## config.mk

```make
export PLATFORM = sky130hd
export DESIGN_NAME = glyph_cell_scaler
export DESIGN_NICKNAME = d
export VERILOG_FILES = /design/src/rtl/glyph_cell_scaler.sv
export SDC_FILE = /design/constraint.sdc
export NUM_CORES = 1
export LEC_CHECK = 0
export BUFFER_PORTS_ARGS = -buffer_cell sky130_fd_sc_hd__buf_4
export CORE_MARGIN = 4
export CORE_UTILIZATION = 56
export DETAILED_ROUTE_END_ITERATION = 6
export GPL_ROUTABILITY_DRIVEN = 0
export GPL_TIMING_DRIVEN = 0
export PLACE_DENSITY = 0.82
export SLEW_MARGIN = 20
export SYNTH_ARGS = -nofsm -noshare
export SYNTH_HDL_FRONTEND = slang
export SYNTH_SLANG_ARGS = --single-unit
```

## constraint.sdc

```tcl
create_clock -name clk -period 4.9 [get_ports clk]
set_input_delay 0.98 -clock clk [delete_from_list [all_inputs] [get_ports clk]]
set_output_delay 0.98 -clock clk [all_outputs]
set_load 0.005 [all_outputs]
```

## src/rtl/glyph_cell_scaler.sv

```systemverilog
// glyph_cell_scaler
// Turns the raster position stream into glyph-local bit/line counters and
// character-cell column/row indices with per-axis scale factors. The scale
// factors are latched once per frame. All outputs lag the input pixel by
// exactly one clock.
module glyph_cell_scaler #(
    parameter int MAX_SCALE    = 8,
    parameter int CHARA_WIDTH  = 8,
    parameter int CHARA_HEIGHT = 11,
    parameter int COLS         = 80,
    parameter int ROWS         = 40,
    parameter int CORDW        = 16,
    parameter int SW           = $clog2(MAX_SCALE + 1),
    parameter int BW           = $clog2(CHARA_WIDTH),
    parameter int LW           = $clog2(CHARA_HEIGHT),
    parameter int CW           = $clog2(COLS),
    parameter int RW           = $clog2(ROWS)
) (
    input  logic                    clk,
    input  logic                    rst_n,
    input  logic                    de,
    input  logic signed [CORDW-1:0] sx,
    input  logic signed [CORDW-1:0] sy,
    input  logic [SW-1:0]           scale_x,
    input  logic [SW-1:0]           scale_y,
    output logic                    de_o,
    output logic [BW-1:0]           bit_cnt,
    output logic [LW-1:0]           line_cnt,
    output logic [CW-1:0]           col_idx,
    output logic [RW-1:0]           row_idx,
    output logic                    x_tick,
    output logic                    y_tick,
    output logic                    glyph_valid
);

    // The column/row counters need one extra code for the "beyond grid" value.
    localparam int CIW = $clog2(COLS + 1);
    localparam int RIW = $clog2(ROWS + 1);

    localparam logic [BW-1:0]  BIT_LAST  = BW'(CHARA_WIDTH - 1);
    localparam logic [LW-1:0]  LINE_LAST = LW'(CHARA_HEIGHT - 1);
    localparam logic [CIW-1:0] COL_SAT   = CIW'(COLS);
    localparam logic [RIW-1:0] ROW_SAT   = RIW'(ROWS);
    localparam logic [SW-1:0]  SCALE_MAX = SW'(MAX_SCALE);
    localparam logic [SW-1:0]  SCALE_ONE = SW'(1);

    // Requested scales of 0 behave as 1; anything above the maximum is capped.
    function automatic logic [SW-1:0] clampScale(input logic [SW-1:0] s);
        logic [SW-1:0] r;
        if (s == '0) begin
            r = SCALE_ONE;
        end else if (s > SCALE_MAX) begin
            r = SCALE_MAX;
        end else begin
            r = s;
        end
        return r;
    endfunction

    // Horizontal position is only kept for debug visibility; it plays no part
    // in the counters.
    logic w_unusedSx;
    assign w_unusedSx = ^sx;

    // State registers.
    logic           r_deD;
    logic [SW-1:0]  r_scX;
    logic [SW-1:0]  r_scY;
    logic [SW-1:0]  r_xSub;
    logic [BW-1:0]  r_bit;
    logic [CIW-1:0] r_col;
    logic [SW-1:0]  r_ySub;
    logic [LW-1:0]  r_line;
    logic [RIW-1:0] r_row;

    // Registered single-bit outputs.
    logic r_deO;
    logic r_xTick;
    logic r_yTick;
    logic r_valid;

    // Combinational next-state values.
    logic           w_ls;
    logic           w_fs;
    logic [SW-1:0]  w_scX;
    logic [SW-1:0]  w_scY;
    logic [SW-1:0]  w_scXm1;
    logic [SW-1:0]  w_scYm1;
    logic [SW-1:0]  w_xSubN;
    logic [BW-1:0]  w_bitN;
    logic [CIW-1:0] w_colN;
    logic [SW-1:0]  w_ySubN;
    logic [LW-1:0]  w_lineN;
    logic [RIW-1:0] w_rowN;
    logic           w_xTick;
    logic           w_yTick;
    logic           w_inGrid;

    assign w_ls = de & ~r_deD;
    assign w_fs = w_ls & (sy == '0);

    // The frame-start pixel already runs at the freshly latched scale, so the
    // new value is forwarded straight into this cycle's arithmetic.
    assign w_scX   = w_fs ? clampScale(scale_x) : r_scX;
    assign w_scY   = w_fs ? clampScale(scale_y) : r_scY;
    assign w_scXm1 = w_scX - SCALE_ONE;
    assign w_scYm1 = w_scY - SCALE_ONE;

    // Horizontal sub-pixel, glyph bit and column stepping for active pixels.
    always_comb begin
        w_xSubN = r_xSub;
        w_bitN  = r_bit;
        w_colN  = r_col;
        if (de) begin
            if (w_ls) begin
                w_xSubN = '0;
                w_bitN  = '0;
                w_colN  = '0;
            end else if (r_xSub == w_scXm1) begin
                w_xSubN = '0;
                if (r_bit == BIT_LAST) begin
                    w_bitN = '0;
                    if (r_col != COL_SAT) begin
                        w_colN = r_col + 1'b1;
                    end
                end else begin
                    w_bitN = r_bit + 1'b1;
                end
            end else begin
                w_xSubN = r_xSub + 1'b1;
            end
        end
    end

    // Vertical sub-line, glyph line and row stepping, once per line start.
    always_comb begin
        w_ySubN = r_ySub;
        w_lineN = r_line;
        w_rowN  = r_row;
        if (w_ls) begin
            if (w_fs) begin
                w_ySubN = '0;
                w_lineN = '0;
                w_rowN  = '0;
            end else if (r_ySub == w_scYm1) begin
                w_ySubN = '0;
                if (r_line == LINE_LAST) begin
                    w_lineN = '0;
                    if (r_row != ROW_SAT) begin
                        w_rowN = r_row + 1'b1;
                    end
                end else begin
                    w_lineN = r_line + 1'b1;
                end
            end else begin
                w_ySubN = r_ySub + 1'b1;
            end
        end
    end

    // The sub-line counter is constant across a line, so y_tick derived from
    // it is automatically held for the whole line.
    assign w_xTick  = (w_xSubN == w_scXm1);
    assign w_yTick  = (w_ySubN == w_scYm1);
    assign w_inGrid = (w_colN != COL_SAT) && (w_rowN != ROW_SAT);

    // Counter state, latched scales and line-start detector.
    always_ff @(posedge clk or negedge rst_n) begin
        if (!rst_n) begin
            r_deD  <= 1'b0;
            r_scX  <= SCALE_ONE;
            r_scY  <= SCALE_ONE;
            r_xSub <= '0;
            r_bit  <= '0;
            r_col  <= '0;
            r_ySub <= '0;
            r_line <= '0;
            r_row  <= '0;
        end else begin
            r_deD  <= de;
            r_scX  <= w_scX;
            r_scY  <= w_scY;
            r_xSub <= w_xSubN;
            r_bit  <= w_bitN;
            r_col  <= w_colN;
            r_ySub <= w_ySubN;
            r_line <= w_lineN;
            r_row  <= w_rowN;
        end
    end

    // Flag outputs: ticks hold through blanking, de_o and glyph_valid drop.
    always_ff @(posedge clk or negedge rst_n) begin
        if (!rst_n) begin
            r_deO   <= 1'b0;
            r_xTick <= 1'b0;
            r_yTick <= 1'b0;
            r_valid <= 1'b0;
        end else begin
            r_deO   <= de;
            r_valid <= de & w_inGrid;
            if (de) begin
                r_xTick <= w_xTick;
                r_yTick <= w_yTick;
            end
        end
    end

    // Beyond-grid counter values are presented as the last column/row.
    assign col_idx     = (r_col == COL_SAT) ? CW'(COLS - 1) : r_col[CW-1:0];
    assign row_idx     = (r_row == ROW_SAT) ? RW'(ROWS - 1) : r_row[RW-1:0];
    assign bit_cnt     = r_bit;
    assign line_cnt    = r_line;
    assign de_o        = r_deO;
    assign x_tick      = r_xTick;
    assign y_tick      = r_yTick;
    assign glyph_valid = r_valid;

endmodule
```

==> results.md <==
* Status: finished clean
* RSZ-0062 raised after global routing: no
* Synth area leaders: dfrtp_1 (30%), nand2_1 (6.2%), ha_1 (5.5%)
* Congestion Overflow GR at 0
* Post-layout min period at 4.524 ns
* Die span in y at 83.17 um
* Crit. End Element: flop
* IO Pins at 67
* ANT nets after route at 0
* Crit Path Max Fanout at 10
* P_sw at 0.3349 mW
* Met2 routed WL at 4312 um
* Post-synth ARST share at 100.0%
* Metal-1 WL at 3527 um
* Worst Hold Class: reg2reg
* Post-Syn Nets at 439
* Logic pwr share at 32.3%
* Distinct cells, synth at 70
* CTS tree: yes
* Number of synthesized flops with an enable pin at 0
* TritonCTS Buffers at 5
* Crit-path slowest cell: mux2_2
* Synth area leader: dfrtp_1
* CP Data Required Time at 5.08 ns
* Met3 wire length at 334 um
* Synth warnings at 0
* Final Skew at 0.006264 ns
* Final Cycle Share at 92.33%
* Dpl hpwl at 6159 um
* Top cell type's share of synthesized area at 30.05%
* First-pass detailed-route iteration total at 5
* Largest stage delay on the critical path at 0.37 ns
* Core footprint at 5507 um2
* CP arrival at 4.70 ns
* Fin nets at 497
* Rows at 27
* Leak Pwr at 1.726 nW
* CTS root buffer: clkbuf_8
* Max_slew headroom at 62.61%
* Top sig layer: met4
* Seq/Total Area, Yosys at 31.71%
* Die area at 6917 um2
* Count leader, synth: nand2_1
* IO Port Bufs at 50
* Wire per inst at 16.30 um
* CTS sink count at 40
* Crit path launch type: primary input
* Layout cells sized above 1 at 21.09%
* Post-CTS Hold Buffers at 0
* Placement Cell Area at 3630 um2
* Max-Cap Viols at 0
* Drt drc at 0
* Initial antenna violation count at 0
* Die width at 83.17 um
* Fmax at 221.0 MHz
* Largest net degree at the start of global routing at 41
* Inserted Diodes at 0
* Hold Violations, Final at 0
* Starting DRC count in detailed routing at 183
* H-tree Lvls at 2
* PwrDens at 251.7 nW/um2
* Switching Share at 35.54%
* Min Hold Slack at 0.4914 ns
* Clock transition at the registers of the reported paths at 0.08 ns
* GRT Total Usage at 25.04%
* Routed vias at 3159
* Fin area at 3744 um2
* Initial Utilization at 57.46%
* DR vias/cell at 6.158
* Number of global-route vias before repair at 3160
* Final setup vio count at 0
* Routed WL at 8361 um
* Cell internal pwr at 0.6074 mW
* Mapped cell area at 3164 um2
* Cell count after synthesis at 382
* Fin. max-slew vios at 0
* Part of the power in registers at 42.6%
* Worst-skew pair later-pin latency at 0.30 ns
* Synthesized flop and latch total at 40
* Clk pwr share at 25.2%
* Max clock buf depth at 2
* WS Path Type: in2reg
* CP Cell Sequence: buf_4, nor4_2, and3_1, buf_6, nand2_2, clkbuf_2, o21a_1, ha_1, xor2_1, nor4b_2, nand3_1, o211ai_1, o21ai_2, nor3_2, mux2_2, a21oi_1, a31oi_1
* Post-synth top cells: nand2_1 (52), dfrtp_1 (38), nor2_1 (22), o21ai_0 (20), inv_1 (19)
* Slew of the pin with the lowest slew margin at 0.5608 ns
* Most common flop cell mapped by yosys: dfrtp_1
* Worst VDD drop at 232.1 uV
* Mapped Avg Cell Area at 8.283 um2
* First-pass GRT wire length at 14500 um
* Syn-to-layout area delta at 18.31%
placed cells by master (no fill, tap or decap), types with 3 or more instances in the layout:
| cell | n |
|---|---|
| clkbuf_1 | 15 |
| o211ai_1 | 9 |
| mux2i_1 | 4 |
| and2_1 | 8 |
| dfrtp_1 | 38 |
| nor3_1 | 12 |
| inv_1 | 19 |
| ha_1 | 14 |
| or2_2 | 6 |
| nor2b_1 | 5 |
| a21o_1 | 3 |
| nand4_1 | 6 |
| xor2_1 | 7 |
| nor4_1 | 3 |
| nor2_1 | 22 |
| and4_1 | 4 |
| nand2b_1 | 6 |
| clkbuf_8 | 6 |
| a21oi_1 | 11 |
| nand3_1 | 18 |
| o41ai_1 | 5 |
| o22ai_1 | 3 |
| o2bb2ai_1 | 4 |
| a22oi_1 | 3 |
| a31oi_1 | 4 |
| a211o_1 | 3 |
| nor4_2 | 4 |
| a22o_1 | 3 |
| buf_4 | 53 |
| nand2_1 | 52 |
| and3_1 | 5 |
| o21ai_0 | 20 |
| xnor2_1 | 9 |
registers in the layout (all words and copies together), names as in the netlist, 3 cells and up:
signal,flops
r_col,7
r_row,6
line_cnt,4
r_scX,4
r_scY,4
r_xSub,4
r_ySub,4
bit_cnt,3
routing by layer:
metal,up-vias,global-route usage [%]
li1,1519,-
met1,1524,30.38
met2,103,43.95
met3,13,4.365
met4,0,9.658
met5,-,0
cells by family (layout without fill, tap and decap cells):
family	after synthesis	in the layout	share of synthesized area, %
and+or+nand+nor	168	168	28.35
AOI/OAI and AO/OA	98	98	22.38
DFF	40	40	31.71
buffers and inverters	40	99	5.457
xor gates and xnor gates	17	17	4.943
adders and majority gates	14	14	5.536
muxes	5	5	1.621
final timing paths:
| kind | from | to | slack, ns | depth (start not counted) |
|---|---|---|---|---|
| hold reg to reg | y_tick | y_tick | 0.49 | 2 |
| hold / removal | y_tick | y_tick | 0.49 | 2 |
| setup / recovery | sy[15] | glyph_valid | 0.38 | 17 |
| min in group asynchronous | rst_n | r_scY[1] | 0.65 | 1 |
| setup reg to reg | de_o | glyph_valid | 0.75 | 16 |
| max in group asynchronous | rst_n | r_scX[0] | 3.88 | 1 |
power groups by stage:
| stage | sequential [mW] | clock (mW) | combinational [mW] |
|---|---|---|---|
| 6_report | 0.401 | 0.237 | 0.304 |
| 5_1_grt | 0.408 | 0.261 | 0.338 |
| 4_1_cts | 0.401 | 0.243 | 0.300 |
| 3_5_place_dp | 0.408 | 0 | 0.298 |
| 3_3_place_gp | 0.406 | 0 | 0.285 |
| 2_1_floorplan | 0.397 | 0 | 0.210 |
worst max-delay path: cells and delay by family:
kind / cells / cell delay [ns]
simple gates: 6 / 1.34
compound gates: 5 / 0.95
buf+inv: 3 / 0.49
mux: 1 / 0.37
fa+ha+maj: 1 / 0.33
xor+xnor: 1 / 0.24
per-stage QoR:
| step | power, mW | std cells | utilization (%) | setup slack (ns) | setup TNS [ns] |
|---|---|---|---|---|---|
| floorplan | 0.6069 | 382 | - | 0.6204 | 0 |
| global placement | 0.6905 | 504 | 65.92 | -0.08817 | -0.08817 |
| detailed placement | 0.7054 | 504 | 65.92 | -0.1647 | -0.1647 |
| CTS | 0.9439 | 512 | 67.60 | 0.1432 | 0 |
| global route | 1.008 | 513 | 67.98 | 0.05306 | 0 |
| finish | 0.9423 | 513 | 67.98 | 0.3757 | 0 |
repair_timing:
item	CTS	global route
gates resized for setup	0	7
setup buffers	0	1
setup endpoints to repair	0	2
layout make-up:
| class | instances | area [um2] |
|---|---|---|
| plain buffers | 20 | 98.84 |
| multi-input cells | 302 | 2001 |
| flip-flops and latches | 40 | 1003 |
| well taps | 72 | 90.09 |
| fillers | 451 | 1763 |
| repair buffers | 51 | 382.9 |
| clock buffers | 6 | 82.58 |
| clock inverters | 2 | 10.01 |
| inverters | 20 | 75.07 |
Note: power is estimated with default switching activity, not from simulation.
